==> src/rtl/regseq_pkg.sv <==
// Shared types and constants for the register-bank sequencer.
package regseq_pkg;

    localparam int unsigned DATA_W = 16;
    localparam int unsigned REG_W  = 3;
    localparam int unsigned OP_W   = 3;

    localparam logic [OP_W-1:0] OP_ADD = 3'd0;
    localparam logic [OP_W-1:0] OP_SUB = 3'd1;
    localparam logic [OP_W-1:0] OP_AND = 3'd2;
    localparam logic [OP_W-1:0] OP_OR  = 3'd3;
    localparam logic [OP_W-1:0] OP_XOR = 3'd4;
    localparam logic [OP_W-1:0] OP_MOV = 3'd5;
    localparam logic [OP_W-1:0] OP_SHL = 3'd6;
    localparam logic [OP_W-1:0] OP_SHR = 3'd7;

    typedef enum logic [2:0] {
        IDLE = 3'd0,
        RDA  = 3'd1,
        RDB  = 3'd2,
        EXE  = 3'd3,
        WB   = 3'd4
    } state_e;

    typedef struct packed {
        logic [OP_W-1:0]  op;
        logic [REG_W-1:0] rd;
        logic [REG_W-1:0] rs;
        logic [REG_W-1:0] rt;
    } cmd_t;

    // Unary ops never read a second operand, so they skip the RDB cycle.
    function automatic logic is_unary(input logic [OP_W-1:0] op);
        return (op == OP_MOV) || (op == OP_SHL) || (op == OP_SHR);
    endfunction

endpackage

==> src/rtl/regseq_alu.sv <==
// Combinational ALU for the sequencer: result plus carry/borrow/shift-out.
module regseq_alu
    import regseq_pkg::*;
(
    input  logic [OP_W-1:0]   op,
    input  logic [DATA_W-1:0] a,
    input  logic [DATA_W-1:0] b,
    output logic [DATA_W-1:0] result,
    output logic              carry
);

    localparam int unsigned SUM_W = DATA_W + 1;

    logic [SUM_W-1:0] sum;

    assign sum = SUM_W'(a) + SUM_W'(b);

    always_comb begin
        result = '0;
        carry  = 1'b0;
        case (op)
            OP_ADD: begin
                result = sum[DATA_W-1:0];
                carry  = sum[DATA_W];
            end
            OP_SUB: begin
                result = a - b;
                carry  = (a < b);
            end
            OP_AND: result = a & b;
            OP_OR:  result = a | b;
            OP_XOR: result = a ^ b;
            OP_MOV: result = a;
            OP_SHL: begin
                result = {a[DATA_W-2:0], 1'b0};
                carry  = a[DATA_W-1];
            end
            OP_SHR: begin
                result = {1'b0, a[DATA_W-1:1]};
                carry  = a[0];
            end
            default: result = '0;
        endcase
    end

endmodule

==> src/rtl/reg_bank_seq.sv <==
// Sequences one register-to-register op over a single-port 8x16 register bank.
// Optional status flags are built when REGSEQ_FLAGS_EN is defined.
module reg_bank_seq
    import regseq_pkg::*;
(
    input  logic              clk,
    input  logic              reset,
    input  logic              cmd_valid,
    output logic              cmd_ready,
    input  logic [OP_W-1:0]   cmd_op,
    input  logic [REG_W-1:0]  cmd_rd,
    input  logic [REG_W-1:0]  cmd_rs,
    input  logic [REG_W-1:0]  cmd_rt,
    output logic [REG_W-1:0]  bank_addr,
    output logic              bank_rd,
    output logic              bank_wr,
    output logic [DATA_W-1:0] bank_wdata,
    input  logic [DATA_W-1:0] bank_rdata,
    output logic              done,
    output logic [DATA_W-1:0] result,
    output logic              flag_z,
    output logic              flag_c
);

    state_e            state_q, state_d;
    cmd_t              cmd_q, cmd_d;
    logic [DATA_W-1:0] a_q, a_d;
    logic [DATA_W-1:0] b_q, b_d;
    logic [DATA_W-1:0] result_q, result_d;
    logic [DATA_W-1:0] alu_result;
    logic              alu_carry;

    regseq_alu u_alu (
        .op     (cmd_q.op),
        .a      (a_q),
        .b      (b_q),
        .result (alu_result),
        .carry  (alu_carry)
    );

    always_ff @(posedge clk or posedge reset) begin
        if (reset) begin
            state_q  <= IDLE;
            cmd_q    <= '0;
            a_q      <= '0;
            b_q      <= '0;
            result_q <= '0;
        end else begin
            state_q  <= state_d;
            cmd_q    <= cmd_d;
            a_q      <= a_d;
            b_q      <= b_d;
            result_q <= result_d;
        end
    end

    // Next state and operand/result capture.
    always_comb begin
        state_d  = state_q;
        cmd_d    = cmd_q;
        a_d      = a_q;
        b_d      = b_q;
        result_d = result_q;
        case (state_q)
            IDLE: begin
                if (cmd_valid) begin
                    cmd_d   = '{op: cmd_op, rd: cmd_rd, rs: cmd_rs, rt: cmd_rt};
                    state_d = RDA;
                end
            end
            RDA: begin
                a_d     = bank_rdata;
                state_d = is_unary(cmd_q.op) ? EXE : RDB;
            end
            RDB: begin
                b_d     = bank_rdata;
                state_d = EXE;
            end
            EXE: begin
                result_d = alu_result;
                state_d  = WB;
            end
            WB:      state_d = IDLE;
            default: state_d = IDLE;
        endcase
    end

    // Bank port and handshake decoded purely from the state register.
    always_comb begin
        cmd_ready = 1'b0;
        bank_addr = '0;
        bank_rd   = 1'b0;
        bank_wr   = 1'b0;
        done      = 1'b0;
        case (state_q)
            IDLE: cmd_ready = 1'b1;
            RDA: begin
                bank_addr = cmd_q.rs;
                bank_rd   = 1'b1;
            end
            RDB: begin
                bank_addr = cmd_q.rt;
                bank_rd   = 1'b1;
            end
            WB: begin
                bank_addr = cmd_q.rd;
                bank_wr   = 1'b1;
                done      = 1'b1;
            end
            default: cmd_ready = 1'b0;
        endcase
    end

    assign bank_wdata = result_q;
    assign result     = result_q;

`ifdef REGSEQ_FLAGS_EN
    logic flag_z_q, flag_z_d;
    logic flag_c_q, flag_c_d;

    always_ff @(posedge clk or posedge reset) begin
        if (reset) begin
            flag_z_q <= 1'b0;
            flag_c_q <= 1'b0;
        end else begin
            flag_z_q <= flag_z_d;
            flag_c_q <= flag_c_d;
        end
    end

    always_comb begin
        flag_z_d = flag_z_q;
        flag_c_d = flag_c_q;
        if (state_q == EXE) begin
            flag_z_d = (alu_result == '0);
            flag_c_d = alu_carry;
        end
    end

    assign flag_z = flag_z_q;
    assign flag_c = flag_c_q;
`else
    logic carry_unused;

    assign carry_unused = alu_carry;
    assign flag_z       = 1'b0;
    assign flag_c       = 1'b0;
`endif

endmodule

==> config.mk <==
export PLATFORM = sky130hd
export DESIGN_NAME = reg_bank_seq
export DESIGN_NICKNAME = d
export VERILOG_FILES = /design/src/rtl/regseq_pkg.sv /design/src/rtl/regseq_alu.sv /design/src/rtl/reg_bank_seq.sv
export SDC_FILE = /design/constraint.sdc
export NUM_CORES = 1
export LEC_CHECK = 0
export ABC_AREA = 1
export CORE_MARGIN = 1.5
export CORE_UTILIZATION = 57
export DETAILED_ROUTE_END_ITERATION = 10
export GPL_ROUTABILITY_DRIVEN = 0
export PLACE_DENSITY = 0.83
export SYNTH_ARGS = -nofsm -noshare
export SYNTH_HDL_FRONTEND = slang
export SYNTH_HIERARCHICAL = 1
export SYNTH_SLANG_ARGS = --single-unit
==> constraint.sdc <==
create_clock -name clk -period 2.38 [get_ports clk]
set_input_delay 0.357 -clock clk [delete_from_list [all_inputs] [get_ports clk]]
set_output_delay 0.357 -clock clk [all_outputs]
set_load 0.005 [all_outputs]
-- Yosys cells after proc, flatten, opt, wreduce, memory -nomap -nowiden
Cells that the tools add are included.
- bitwise operators: 3
- reductions and logical operators: 6
- add/sub/neg operators: 2
- eq/ne operators: 12
- multiplexer cells: 8
- operators by type and width (operator ; count):
    $pmux 16 s8 ; 1
    $add 16x16->16 ; 1
    $and 16x16->16 ; 1
    $or 16x16->16 ; 1
    $sub 16x16->16 ; 1
    $xor 16x16->16 ; 1
    $eq 3x3->1 const B ; 5
    $eq 3x2->1 const B ; 4
    $pmux 3 s4 ; 1
    $pmux 3 s3 ; 1
    $eq 3x1->1 const B ; 2
    $logic_not 3->1 ; 2
    $mux 1 ; 4
    $mux 3 ; 1
    $logic_or 1x1->1 ; 2
    $ne 2x2->1 const B ; 1
    $reduce_and 2->1 ; 1
    $reduce_or 2->1 ; 1
- logic and storage cells: 39
- input bits: 31
- output and inout port bits: 41
- register bits after elaboration: 63

-- Longest topological paths before layout
- word-level depth: 5
- gate-level depth with buffers: 15
- depth with buffers taken out: 14

-- Cells and area by module
Netlist, hierarchy kept.
- modules (own cells, without submodules) (module ; area each (µm²) ; cells each ; seq. area each (µm²) ; times used):
    regseq_alu ; 2975.4 ; 565 ; 0.0 ; 1
    reg_bank_seq ; 2760.1 ; 295 ; 1576.5 ; 1

-- Worst setup path after synthesis
No wires, ideal clock.
- kind: flip-flop to flip-flop
- start point: register a_q[0]
- end point: register result_q[14], in the netlist bank_wdata[14]
- buffers on the path: 0
- required time: 2.264 ns
- stages on the path, launching flop included: 14
- path slack: 0.547 ns
- clock period less this slack: 1.833 ns
- data arrival time: 1.717 ns
- setup time: 0.116 ns
- cells stage by stage: dfrtp_1 inv_1 ha_1 fa_1 inv_1 nand3_1 nand3_1 nand2_1 nand3_1 nand2_1 nand3_1 nand3_1 nand2_1 nand2_1
- word-level cells in the longest chain between the ends: 2
- elaborated cells on any way between the ends: 3
- classes of those cells: add/sub (2); mux (1)
- ends and longest elaborated chain (item ; line ; text):
    from (decl) ; reg_bank_seq.sv:27 ; logic [DATA_W-1:0] a_q, a_d;
    from (signal assigned) ; reg_bank_seq.sv:45 ; a_q <= '0;
    from (signal assigned) ; reg_bank_seq.sv:51 ; a_q <= a_d;
    $sub 16x16->16 or $add 16x16->16 (tied branches) ; regseq_alu.sv:27, regseq_alu.sv:16 ;
    $pmux 16 s8 (*) ; regseq_alu.sv:21 ; case (op)
    via alu_result[14] ; reg_bank_seq.sv:30 ; logic [DATA_W-1:0] alu_result;
    to (signal assigned) ; reg_bank_seq.sv:53 ; result_q <= result_d;
    to (decl) ; reg_bank_seq.sv:29 ; logic [DATA_W-1:0] result_q, result_d;
Mark *: on every way through the listed nets, which the timed path passes. The rest lies on a longest branch.
A chain may end at the register's enable or synchronous reset.

-- Worst setup path after layout
- start point: register state_q[2]
- end point: output bank_addr[2]
- word-level cells in the longest chain between the ends: 2
- elaborated cells on any way between the ends: 4
- classes of those cells: eq/ne (3); mux (1)
- ends and longest elaborated chain (item ; line ; text):
    from (decl) ; reg_bank_seq.sv:25 ; state_e state_q, state_d;
    from (signal assigned) ; reg_bank_seq.sv:49 ; state_q <= state_d;
    $eq 3x3->1 (tied with other cells) ; reg_bank_seq.sv:95 ; case (state_q)
    $pmux 3 s3 (*) ; reg_bank_seq.sv:95 ;
    to (decl) ; reg_bank_seq.sv:14 ; output logic [REG_W-1:0] bank_addr,
Every way passes the cells marked *; elsewhere a longest branch is shown, timed or not.

==> run_results.csv <==
group,metric,value,unit
power_and_ir_drop,powerDensity,1631,nW/um^2
critical_path,cp_max_fo,23,
clocking,clockBufferDepth,2,
critical_path,worst-path-buf-inv,2,
clocking,numCtsBuffers,9,
layout,area_growth,14.03,%
global_route,grt_start_max_net_pins,43,
clocking,numClockSinks,63,
detailed_routing,via_per_inst,5.530,
detailed_routing,wire_per_inst,14.11,um
placed_design,io_buffers,69,
detailed_routing,via_count,5674,
layout,layout.area.seq,1577,um^2
global_route,grt-ovfl-total,0,
synthesis,synth.avg_cell_area,6.690,um^2
timing,setup_violations,0,
timing,worstMarginPinSlew,0.6623,ns
layout,drive_above_1_share,0.05375,
worst_hold_path,hp-class,"input pin to async pin",
clocking,cts_resized,0,
critical_path,end_kind,"output pin",
detailed_routing,drtPass1Iterations,5,
floorplan,start_util,0.5837,
power_and_ir_drop,vdd_drop_max,0.0006999,V
power_and_ir_drop,p_comb_frac,0.718,
floorplan,fp.dieH,102.6,um
floorplan,boundaryPins,72,
critical_path,slowest_stage,"clkdlybuf4s50_1",
clocking,cts-root-buf,"clkbuf_8",
layout,n_antenna_cell,0,
power_and_ir_drop,switchingPower,5.702,mW
synthesis,yosys_warnings,6,
power_and_ir_drop,clkPwrFrac,0.084,
timing,finalCritPeriodShare,0.9376,
floorplan,dieArea,10520,um^2
global_route,grt_pass1_wl,23.72,mm
global_route,antenna_found_initial,0,
flow_run,max-cap-violations,0,
power_and_ir_drop,p_int,4.812,mW
timing,drv_slew,0,
synthesis,syn-cell-area,5653,um^2
timing,finalCriticalPeriod,2.231,ns
clocking,htreeDepth,3,
critical_path,crit_family,"buffers and inverters",
global_route,grt_pass1_vias,5037,
layout,fillCellCount,876,
layout,multi_input_area,3179,um^2
detailed_routing,routed_wl,14.47,mm
clocking,post_cts_buffers,0,
clocking,cts_tree,"built",
timing,rsz0062_at_grt,"no",
detailed_routing,ant_nets,0,
timing,slew_headroom,0.5572,
floorplan,dieWidth,102.6,um
detailed_routing,drt_iter0_markers,504,
critical_path,crit_path_start_kind,"flop",
timing,max_freq,448.2,MHz
power_and_ir_drop,p_leak,3.421,nW
global_route,track_usage,0.2915,
floorplan,core,9684,um^2
placed_design,dpl.hpwl,11.20,mm
critical_path,cp_cell_sequence,"inv_4 > nand4_1 > nand3_1 > clkdlybuf4s50_1",
layout,nNetsFinal,968,
critical_path,required,2.02,ns
critical_path,critPathKind,"flop to output pin",
timing,fin_skew,0.01165,ns
clocking,path_clk_slew,0.08,ns
clocking,ctsHoldBuffers,0,
power_and_ir_drop,totalPowerFinal,10.51,mW
detailed_routing,drc,0,
timing,finalSetupTns,0,ns
critical_path,crit_arrival,1.87,ns
power_and_ir_drop,pwr-share-seq,0.198,
power_and_ir_drop,switching_share,0.5423,
timing,finalHoldViolations,0,
critical_path,max_stage_delay,0.51,ns
clocking,clkLatencyLatePin,0.37,ns
synthesis,synthCells,845,
floorplan,num_rows,36,
status,status,"finished clean",
-- cells in the final DEF, fill, tap and decap left out, types with 2 or more instances in the layout --
master and n:
nand3_4 3, clkinv_2 2, and2_1 3, fa_1 2, nand3_1 66, o22ai_1 32, inv_4 3, clkbuf_8 10
o21ai_1 24, conb_1 2, o221ai_1 4, dfrtp_1 63, clkdlybuf4s50_1 69, ha_2 6, xor2_1 7, clkinv_4 3
nand4_1 26, a21oi_1 20, buf_4 15, o211ai_1 4, o21bai_1 4, a31oi_1 2, nor2_1 45, a211oi_1 2
nor3_1 13, nand2_1 266, o21ai_0 16, inv_2 2, ha_1 41, inv_1 131
-- path summary, 6_finish.rpt --
path / endpoint / slack, ns / depth (start not counted) / start
worst min-delay path: bank_wdata[14]$_DFFE_PP0P_ / 0.34 / 2 / reset
worst max register to register: bank_wdata[12]$_DFFE_PP0P_ / 0.16 / 13 / b_q[0]$_DFFE_PP0N_
max in group asynchronous: a_q[4]$_DFFE_PP0P_ / 1.44 / 3 / reset
worst min register to register: cmd_q[2]$_DFFE_PP0P_ / 0.47 / 2 / cmd_q[2]$_DFFE_PP0P_
worst max-delay path: bank_addr[2] / 0.15 / 4 / state_q[2]$_DFFE_PP0P_
min in group clk: cmd_q[2]$_DFFE_PP0P_ / 0.47 / 2 / cmd_q[2]$_DFFE_PP0P_
-- worst reg2reg max path, stage by stage (launching register included) --
cell,delay [ns]
dfrtp_1,0.43
ha_2,0.26
inv_1,0.06
fa_1,0.42
inv_1,0.15
nand3_1,0.08
nand3_1,0.13
nand3_1,0.13
nand3_1,0.10
nand2_1,0.05
nand3_1,0.08
nand3_1,0.10
nand2_1,0.08
nand2_1,0.04
-- power groups by stage --
stage / clock (mW) / sequential [mW] / combinational (mW)
4_1_cts: 0.896 / 2.09 / 7.32
6_report: 0.881 / 2.09 / 7.55
3_5_place_dp: 0 / 2.10 / 7.28
2_1_floorplan: 0 / 1.97 / 5.60
3_3_place_gp: 0 / 2.08 / 7.20
5_1_grt: 0.950 / 2.18 / 8.41
-- metal layers --
| layer | track usage | share of wire |
|---|---|---|
| met1 | 0.3946 | 0.43 |
| met2 | 0.4626 | 0.44 |
| met3 | 0.05424 | 0.10 |
| met4 | 0.1159 | 0.029 |
| met5 | 0 | 0 |
-- per-stage QoR --
stage                     worst slack [ns]  instance area, um^2    util  instances  hold slack, ns
final                               0.1486                 6446  0.6656       1026          0.3417
after global routing              0.007867                 6446  0.6656       1026          0.4020
after CTS                           0.1433                 6431  0.6641       1026          0.3495
after detailed placement            0.1677                 6248  0.6452       1010          0.4602
after global placement              0.1554                 6248  0.6452       1010          0.4547
after floorplan                     0.4533                 5657       -        846          0.4420
-- registers in the layout, summed over array words and instances, names as in the netlist --
register,cells
b_q,16
bank_wdata,16
a_q,16
state_q,3
cmd_q,12
-- final cells by class --
type | instances | share of cell area
inverters | 136 | 0.08036
well taps | 133 | 0.02582
repair buffers | 85 | 0.1277
clock buffers | 10 | 0.02135
multi-input cells | 593 | 0.4932
flip-flops and latches | 63 | 0.2446
clock inverters | 6 | 0.006988
(Power assumes the default switching activity.)
